[src/rtl/spk_cls_pkg.sv]
// Shared types and helpers for the spike window classifier.
package spk_cls_pkg;

    // Controller phases of one classification
    typedef enum logic [2:0] {
        IDLE   = 3'd0,
        CLEAR  = 3'd1,
        RUN    = 3'd2,
        DECIDE = 3'd3,
        HOLD   = 3'd4
    } state_t;

    // Label width that stays at least one bit wide for small class counts
    function automatic int idx_w(input int n);
        return (n <= 2) ? 1 : $clog2(n);
    endfunction

    // Add one to v when inc is set, sticking at maxv instead of wrapping
    function automatic logic [31:0] sat_inc(input logic [31:0] v,
                                            input logic        inc,
                                            input logic [31:0] maxv);
        if (inc && (v < maxv)) begin
            return v + 32'd1;
        end
        return v;
    endfunction

endpackage

[src/rtl/spk_sat_counter_bank.sv]
// Bank of N_CLASSES saturating spike counters with synchronous clear and
// a shared count enable. Class k lives at counts[CNT_W*k +: CNT_W].
module spk_sat_counter_bank
    import spk_cls_pkg::*;
#(
    parameter int N_CLASSES = 2,
    parameter int CNT_W     = 8
) (
    input  logic                         clk,
    input  logic                         reset,
    input  logic                         clear,
    input  logic                         en,
    input  logic [N_CLASSES-1:0]         inc,
    output logic [N_CLASSES*CNT_W-1:0]   counts
);

    localparam logic [31:0] CNT_MAX = 32'({CNT_W{1'b1}});

    // Clear wins over counting; each class adds its own spike bit
    always_ff @(posedge clk or negedge reset) begin
        if (!reset) begin
            counts <= '0;
        end else if (clear) begin
            counts <= '0;
        end else if (en) begin
            for (int k = 0; k < N_CLASSES; k++) begin
                counts[CNT_W*k +: CNT_W] <=
                    CNT_W'(sat_inc(32'(counts[CNT_W*k +: CNT_W]), inc[k], CNT_MAX));
            end
        end
    end

endmodule

[src/rtl/spike_window_classifier.sv]
// Spike window classifier: resets the network, counts output spikes per
// class over a fixed window, then scans for the argmax (lowest index wins
// ties) and presents it on a valid/ready handshake.
// Optional build macro SPK_CLASSIFY_EARLY_EXIT_EN ends the window as soon as
// the leader can no longer be overtaken and adds the early_exit output.
//
// Handshakes: start is taken on a rising edge where start && ready; the
// label is consumed on a rising edge where label_valid && label_ready.
// label_valid never drops before it is consumed, and label/tie/counts do
// not change while it is high.
module spike_window_classifier
    import spk_cls_pkg::*;
#(
    parameter int N_CLASSES = 2,
    parameter int WINDOW    = 15,
    parameter int SETTLE    = 1,
    parameter int CNT_W     = 8,
    parameter int IDX_W     = idx_w(N_CLASSES)
) (
    input  logic                       clk,
    input  logic                       reset,
    input  logic                       start,
    output logic                       ready,
    input  logic [N_CLASSES-1:0]       spk_in,
    output logic                       net_reset,
    output logic                       label_valid,
    input  logic                       label_ready,
    output logic [IDX_W-1:0]           label,
    output logic                       tie,
    output logic [N_CLASSES*CNT_W-1:0] counts,
`ifdef SPK_CLASSIFY_EARLY_EXIT_EN
    output logic                       early_exit,
`endif
    output logic [2:0]                 dbg_state
);

    state_t            state_q, state_d;
    logic [31:0]       phase_q;
    logic              accept;
    logic              ee_hit;
    logic [CNT_W-1:0]  best_q, cur, nb;
    logic [IDX_W-1:0]  idx_q, ni;
    logic              tie_q, nt;

    assign accept = (state_q == IDLE) && start;

    spk_sat_counter_bank #(
        .N_CLASSES (N_CLASSES),
        .CNT_W     (CNT_W)
    ) u_bank (
        .clk    (clk),
        .reset  (reset),
        .clear  (accept),
        .en     (state_q == RUN),
        .inc    (spk_in),
        .counts (counts)
    );

    // State register
    always_ff @(posedge clk or negedge reset) begin
        if (!reset) state_q <= IDLE;
        else        state_q <= state_d;
    end

    // Next-state: each timed phase ends when its phase counter hits the last cycle
    always_comb begin
        state_d = state_q;
        case (state_q)
            IDLE:    if (start) state_d = CLEAR;
            CLEAR:   if (phase_q == 32'(SETTLE - 1)) state_d = RUN;
            RUN:     if ((phase_q == 32'(WINDOW - 1)) || ee_hit) state_d = DECIDE;
            DECIDE:  if (phase_q == 32'(N_CLASSES - 1)) state_d = HOLD;
            HOLD:    if (label_ready) state_d = IDLE;
            default: state_d = IDLE;
        endcase
    end

    // Output decode of the current state
    always_comb begin
        ready       = (state_q == IDLE);
        net_reset   = (state_q != RUN);
        label_valid = (state_q == HOLD);
        dbg_state   = state_q;
    end

    // Cycle counter within CLEAR/RUN/DECIDE, restarting on every state change
    always_ff @(posedge clk or negedge reset) begin
        if (!reset) begin
            phase_q <= '0;
        end else if (state_d != state_q) begin
            phase_q <= '0;
        end else if ((state_q == CLEAR) || (state_q == RUN) || (state_q == DECIDE)) begin
            phase_q <= phase_q + 32'd1;
        end
    end

    // One scan step: class phase_q against the running best
    always_comb begin
        cur = '0;
        for (int k = 0; k < N_CLASSES; k++) begin
            if (phase_q == 32'(k)) cur = counts[CNT_W*k +: CNT_W];
        end
        nb = best_q;
        ni = idx_q;
        nt = tie_q;
        if (phase_q == 32'd0) begin
            nb = cur;
            ni = '0;
            nt = 1'b0;
        end else if (cur > best_q) begin
            nb = cur;
            ni = phase_q[IDX_W-1:0];
            nt = 1'b0;
        end else if (cur == best_q) begin
            nt = 1'b1;
        end
    end

    // Scan registers advance in DECIDE; published outputs load on the final step
    always_ff @(posedge clk or negedge reset) begin
        if (!reset) begin
            best_q <= '0;
            idx_q  <= '0;
            tie_q  <= 1'b0;
            label  <= '0;
            tie    <= 1'b0;
        end else if (state_q == DECIDE) begin
            best_q <= nb;
            idx_q  <= ni;
            tie_q  <= nt;
            if (phase_q == 32'(N_CLASSES - 1)) begin
                label <= ni;
                tie   <= nt;
            end
        end
    end

`ifdef SPK_CLASSIFY_EARLY_EXIT_EN
    localparam logic [31:0] CNT_MAX = 32'({CNT_W{1'b1}});

    logic              ee_flag;
    logic [CNT_W-1:0]  top, second, v;
    logic [31:0]       remaining;

    // Leader vs runner-up on this cycle's updated counts; stop if unreachable
    always_comb begin
        top       = '0;
        second    = '0;
        v         = '0;
        ee_hit    = 1'b0;
        for (int k = 0; k < N_CLASSES; k++) begin
            v = CNT_W'(sat_inc(32'(counts[CNT_W*k +: CNT_W]), spk_in[k], CNT_MAX));
            if (v > top) begin
                second = top;
                top    = v;
            end else if (v > second) begin
                second = v;
            end
        end
        remaining = 32'(WINDOW) - phase_q - 32'd1;
        if ((state_q == RUN) && (remaining != 32'd0) &&
            (32'(top) > (32'(second) + remaining))) begin
            ee_hit = 1'b1;
        end
    end

    // Remember a cut-short window and publish it together with the label
    always_ff @(posedge clk or negedge reset) begin
        if (!reset) begin
            ee_flag    <= 1'b0;
            early_exit <= 1'b0;
        end else begin
            if (accept) ee_flag <= 1'b0;
            else if (ee_hit) ee_flag <= 1'b1;
            if ((state_q == DECIDE) && (phase_q == 32'(N_CLASSES - 1))) early_exit <= ee_flag;
        end
    end
`else
    assign ee_hit = 1'b0;
`endif

endmodule

[config.mk]
export PLATFORM = sky130hd
export DESIGN_NAME = spike_window_classifier
export DESIGN_NICKNAME = d
export VERILOG_FILES = /design/src/rtl/spk_cls_pkg.sv /design/src/rtl/spk_sat_counter_bank.sv /design/src/rtl/spike_window_classifier.sv
export SDC_FILE = /design/constraint.sdc
export NUM_CORES = 1
export LEC_CHECK = 0
export ABC_AREA = 1
export ABC_CLOCK_PERIOD_IN_PS = 3600
export CAP_MARGIN = 20
export CORE_UTILIZATION = 50
export CTS_BUF_LIST = sky130_fd_sc_hd__clkbuf_8 sky130_fd_sc_hd__clkbuf_16
export DETAILED_ROUTE_END_ITERATION = 8
export GPL_TIMING_DRIVEN = 0
export MAX_ROUTING_LAYER = met4
export PLACE_DENSITY = 0.7
export SYNTH_ARGS = -nofsm -noshare
export SYNTH_HDL_FRONTEND = slang
export SYNTH_SLANG_ARGS = --single-unit
[constraint.sdc]
create_clock -name clk -period 3.6 [get_ports clk]
set_input_delay 0.36 -clock clk [delete_from_list [all_inputs] [get_ports clk]]
set_output_delay 0.36 -clock clk [all_outputs]
set_load 0.01 [all_outputs]
Yosys cells after proc, flatten, opt, wreduce, memory -nomap -nowiden

Cells that the tools add are included.

Bits in registers: 63
Bits of input ports: 6

$add $sub $neg: 3
$lt $le $gt $ge: 3
Equality and inequality tests: 9
Multiplexer cells: 29
Reductions and logical operators: 16

Operators by type and width:

| kind                                                             | number |
|---|---|
| 32-bit 2-to-1 mux                                                | 2 |
| 8-bit 2-to-1 mux                                                 | 8 |
| 32-bit by 1-bit adder with 32-bit output, second input constant  | 1 |
| 32-bit by 1-bit == test with 1-bit output, second input constant | 1 |
| 32-bit by 4-bit == test with 1-bit output, second input constant | 1 |
| 32-bit logical NOT                                               | 1 |
| 16-bit 2-to-1 mux                                                | 2 |
| 8-bit by 1-bit adder with 8-bit output, second input constant    | 2 |
| 8-bit less-than comparator, second input constant                | 2 |
| 3-bit 2-to-1 mux                                                 | 5 |
| 3-bit one-hot mux with 5 select lines                            | 1 |
| 1-bit 2-to-1 mux                                                 | 11 |
| 2-bit nonzero test                                               | 5 |
| 8-bit == test                                                    | 1 |
| 8-bit > comparator                                               | 1 |
| 2-bit AND reduction                                              | 4 |
| 3-bit by 2-bit == test with 1-bit output, second input constant  | 2 |
| 3-bit by 1-bit == test with 1-bit output, second input constant  | 1 |
| 3-bit == test, second input constant                             | 1 |
| 1-bit logical AND                                                | 3 |
| 3-bit logical NOT                                                | 1 |
| 3-bit by 2-bit != test with 1-bit output, second input constant  | 1 |
| 3-bit != test                                                    | 1 |
| 1-bit logical OR                                                 | 2 |

Longest topological paths before layout

Word-level depth: 8
Mapped depth: 21
Gate-level depth less buffers: 20

Hierarchy

From an unflattened synthesis, not the netlist that was laid out.

Cells, all modules: 545
Area total of the unflattened synthesis: 4073.9 um2

By module, submodules not included:

| module                  | times used | cells each | area each (um2) | seq. area each (um2) |
|---|---|---|---|---|
| spike_window_classifier | 1          | 401        | 3071.7          | 1176.1 |
| spk_sat_counter_bank    | 1          | 144        | 1002.2          | 400.4 |

Least setup slack after synthesis

Ideal clock, no wire load.

Path type: flip-flop to flip-flop
From: reg phase_q[0]
To: reg best_q[0]
Library setup time: 126 ps
Arrival: 2324 ps
Slack: 1150 ps
Stages on the path, launching flop included: 19
Buffers on the path: 1
Cells stage by stage: dfrtp_1 > inv_1 > ha_1 > nand2_1 > nor2_1 > nand2_1 > nor2_1 > buf_4 > nand3_1 > nand2_1 > ha_1 > a21oi_1 > nor2_1 > o21ai_0 > nand3b_1 > nand2_1 > nand2_2 > nand2_2 > o21ai_0

Longest elaborated chain between the ends: 6

RTL lines:

| item                                     | line                           | text |
|---|---|---|
| start, declared                          | spike_window_classifier.sv:38  | `logic [31:0] phase_q;` |
| start signal, assigned                   | spike_window_classifier.sv:93  | `phase_q <= phase_q + 32'd1;` |
| 32-bit logical NOT                       | spike_window_classifier.sv:101 | `if (phase_q == 32'(k)) cur = counts[CNT_W*k +: CNT_W];` |
| 8-bit 2-to-1 mux                         | spike_window_classifier.sv:101 |  |
| 8-bit 2-to-1 mux (*)                     | spike_window_classifier.sv:101 |  |
| via cur[5]                               | spike_window_classifier.sv:41  | `logic [CNT_W-1:0] best_q, cur, nb;` |
| 8-bit > comparator (*)                   | spike_window_classifier.sv:110 | `end else if (cur > best_q) begin` |
| 2-bit nonzero test (no source line) (*)  | -                              |  |
| 2-bit AND reduction (no source line) (*) | -                              |  |
| end signal, assigned                     | spike_window_classifier.sv:128 | `best_q <= nb;` |
| end, declared                            | spike_window_classifier.sv:41  |  |

Mark *: on every way through the listed nets, which the timed path passes. The rest lies on a longest branch. The select of a mux whose other input is x is not followed.
A chain may end at the register's enable or synchronous reset.

Final worst setup path

Same ends and word-level chain as after synthesis.

==> metrics.txt <==
setup_tns 0 ps; Cell variety after synth 30; Max Freq 343.9 MHz; hold crit path type primary input to asynchronous set/reset pin; Final Skew roughly 6.6 ps; maxcap violations 0; CP bufs+invs 3; Post-synth EDFFs 0; post-synth top area share 40.62%; pwr/cell area roughly 680 nW/µm²; VDD IR max approximately 0.4 mV; Critical Path Source Type flop; Final Routed Wirelength 8.458 mm; largest family of logic cells by synthesized area simple AND/OR/NAND/NOR gates; XOR/XNOR Fraction of Synth Area 6.319%; I/O pins 30; GP Congestion between 0.9 and 1; Nets around 580; unrepaired setup endpoints after global routing false; CP Capture Type flop; sw frac between 40 and 50%; ranking of synthesized cells by area dfrtp_1 (41%), nand2_1 (12%), nor2_1 (7.8%), nand3_1 (6.7%), inv_1 (5.9%); Primary FF master, synth dfrtp_1; Top Metal Used met4; antenna cells 0; antenna-violating nets left 0; most used cell, CP nand2_1; Vias/cell approximately 5.2; clk slew on worst S/H paths about 70 ps; gr usage total between 20% and 30%; adder and majority gate portion of the synthesized area 4.513%; most numerous cell in the Yosys netlist nand2_1; post-synthesis mux area share 0%; Worst R2R Start phase_q[0]; Compound-Gate Fraction of Synth Area about 5.3%; Post-synth top cells nand2_1 (119), nor2_1 (81), dfrtp_1 (63); antenna violations before repair 0; CP cell instances inv_1 -> ha_1 -> nand2_1 -> nor2_1 -> nand2_1 -> nor2_1 -> buf_4 -> nand3_1 -> nand2_1 -> ha_1 -> inv_1 -> nor3_1 -> nand2_1 -> nand3b_1 -> nand2_1 -> nand2_2 -> nand2_2 -> nand2_1 -> o21ai_0; DR iter-0 viols around 160; WL met1 about 4.3 mm; utilization after layout 60.83%; WL/cell between 10 and 15 µm; Remaining DRCs 0; Detail Placement HPWL roughly 6.2 mm; Critical Path AT ~3100 ps; Die ar. ~8100 µm²; wire length on met3 439 µm; via count about 3.4k; Worst-Skew Late Latency between 300 and 400 ps; # clock sinks between 60 and 70; Rel. slew slack 47.84%; layout cell share with drive strength beyond 1 between 8 and 9%; Setup Crit Path Kind flop to flop; simple-gate share of the synthesized area 34.85%; worst reg2reg setup slack just under 700 ps; Clk pwr share between 10% and 20%; Tcrit/Tclk final roughly four fifths; Mapped Avg Cell Area around 7.4 µm²; router iterations before antenna repair 7; Final min period between 2000 and 3000 ps; Leakage 2.128 nW; routed wl met2 between 3 and 4 mm; CP peak stage delay 440 ps; delay-heaviest family, CP simple AND/OR/NAND/NOR gates; Starting Density a little over half; Critical Path Fanout Max 10; Final Hold Viols 0; post-CTS sizing 0; Logic pwr share between 40 and 50%; largest net degree at the start of global routing between 60 and 70; worst r2r path cells 19; crit path to best_q[0]; first-pass GRT wire length approximately 15 mm; area grow syn2layout 15.51%; R2R Path End best_q[0]; TritonCTS clock tree yes; worst slew pin tran around 800 ps; clock tree buffer depth 2; Worst Slack Setup Final just under 700 ps; pre-CTS setup slack between 700 and 800 ps; Synth Warn # 0; syn_nets 541; Setup Fix Bufs, Post-CTS 0; CTS Hold Bufs 0; Flop pwr share 31.3%; core area between 7000 and 8000 µm²; switching power of the nets between 1 and 1.5 mW; Syn Std Cell Area 3881 µm²; Mapped Cells 521; Final Setup Violations 0; Vert. Die Dim ~90 µm; Critical Path RT about 3800 ps; area leader, netlist dfrtp_1; htree depth 3; Crit. path cell count 19; Die Span X approximately 90 µm; # rows 31; register area share after synthesis 40.62%; Slowest cell on crit path dfrtp_1; Internal around 1.7 mW; Final Slew Violations 0; vias in the first global route slightly above 3k; status completed; CTS root buf clkbuf_8; worst setup path start phase_q[0]; aggregate global routing overflow 0; FFs w/ async S/R, synth 100.0%; # port buffers 29; clock buffer count from CTS 9; Synth Register Bits 63
[cell families after synthesis]
group,Yosys count
AOI/OAI and AO/OA,37
xor gates and xnor gates,28
adders and majority gates,14
buffers and inverters,73
DFF,63
and+or+nand+nor,306
[worst min path at each step]
stage,startpoint,end,slack (ps)
6_report,reset,phase_q[15],100
5_1_grt,reset,best_q[2],170
4_1_cts,reset,phase_q[23],130
3_5_place_dp,best_q[6],best_q[6],460
3_3_place_gp,best_q[6],best_q[6],450
2_1_floorplan,reset,best_q[0],60
[per-stage QoR]
step	hold WS [ps]	cell area, µm²	total power, mW	cells
2_1_floorplan	64.41	3881	1.973	521
3_3_place_gp	453.1	4295	2.404	649
3_5_place_dp	458.1	4293	2.444	649
4_1_cts	128.4	4483	3.060	665
5_1_grt	166.9	4483	3.291	665
6_report	98.35	4483	3.032	665
[state kept, by name, indices dropped and copies added (netlist names)]
| name | count |
|---|---|
| phase_q | 32 |
| u_bank.counts | 16 |
| tie_q | 1 |
| dbg_state | 3 |
| idx_q | 1 |
| best_q | 8 |
| label | 1 |
| tie | 1 |
[power by group through the flow]
stage | Sequential (mW) | Combinational (mW) | Clock [mW]
after floorplan | 0.953 | 1.02 | 0
after global placement | 0.955 | 1.45 | 0
after detailed placement | 0.957 | 1.49 | 0
after CTS | 0.946 | 1.49 | 0.620
after global routing | 0.967 | 1.68 | 0.647
final | 0.948 | 1.48 | 0.605
[final cells by class]
cell class,instances,area (µm²)
tap,99,123.9
multi-input combinational,385,1978
inverter,62,232.7
fill,671,2887
sequential,63,1577
clock inverter,6,52.55
timing repair buffer,29,287.8
clock buffer,10,137.6
buffer,11,93.84
[layout by cell type (no fill, tap or decap), types with 2 or more instances in the layout]
cell             instances
ha_1                    14
nand3b_1                 2
xor2_1                  25
nor3_1                  14
nand4_1                 14
clkbuf_8                10
clkdlybuf4s50_1         28
xnor2_1                  3
nand2_1                119
inv_1                   63
clkbuf_1                 3
o31ai_1                  2
o21ai_0                 20
nor2_2                  15
a21oi_1                 11
nor2_1                  81
buf_4                    2
clkinv_2                 3
nand2_2                  5
dfrtp_1                 63
buf_2                    2
nand3_1                 52
buf_6                    4
[per-layer routing]
metal | up-vias | global-route usage (%)
met5 | - | -
met4 | 0 | 8.199
met3 | 13 | 4.738
met2 | 85 | 32.32
met1 | 1585 | 33.35
li1 | 1743 | -
Power figures use the tool's default switching activity.
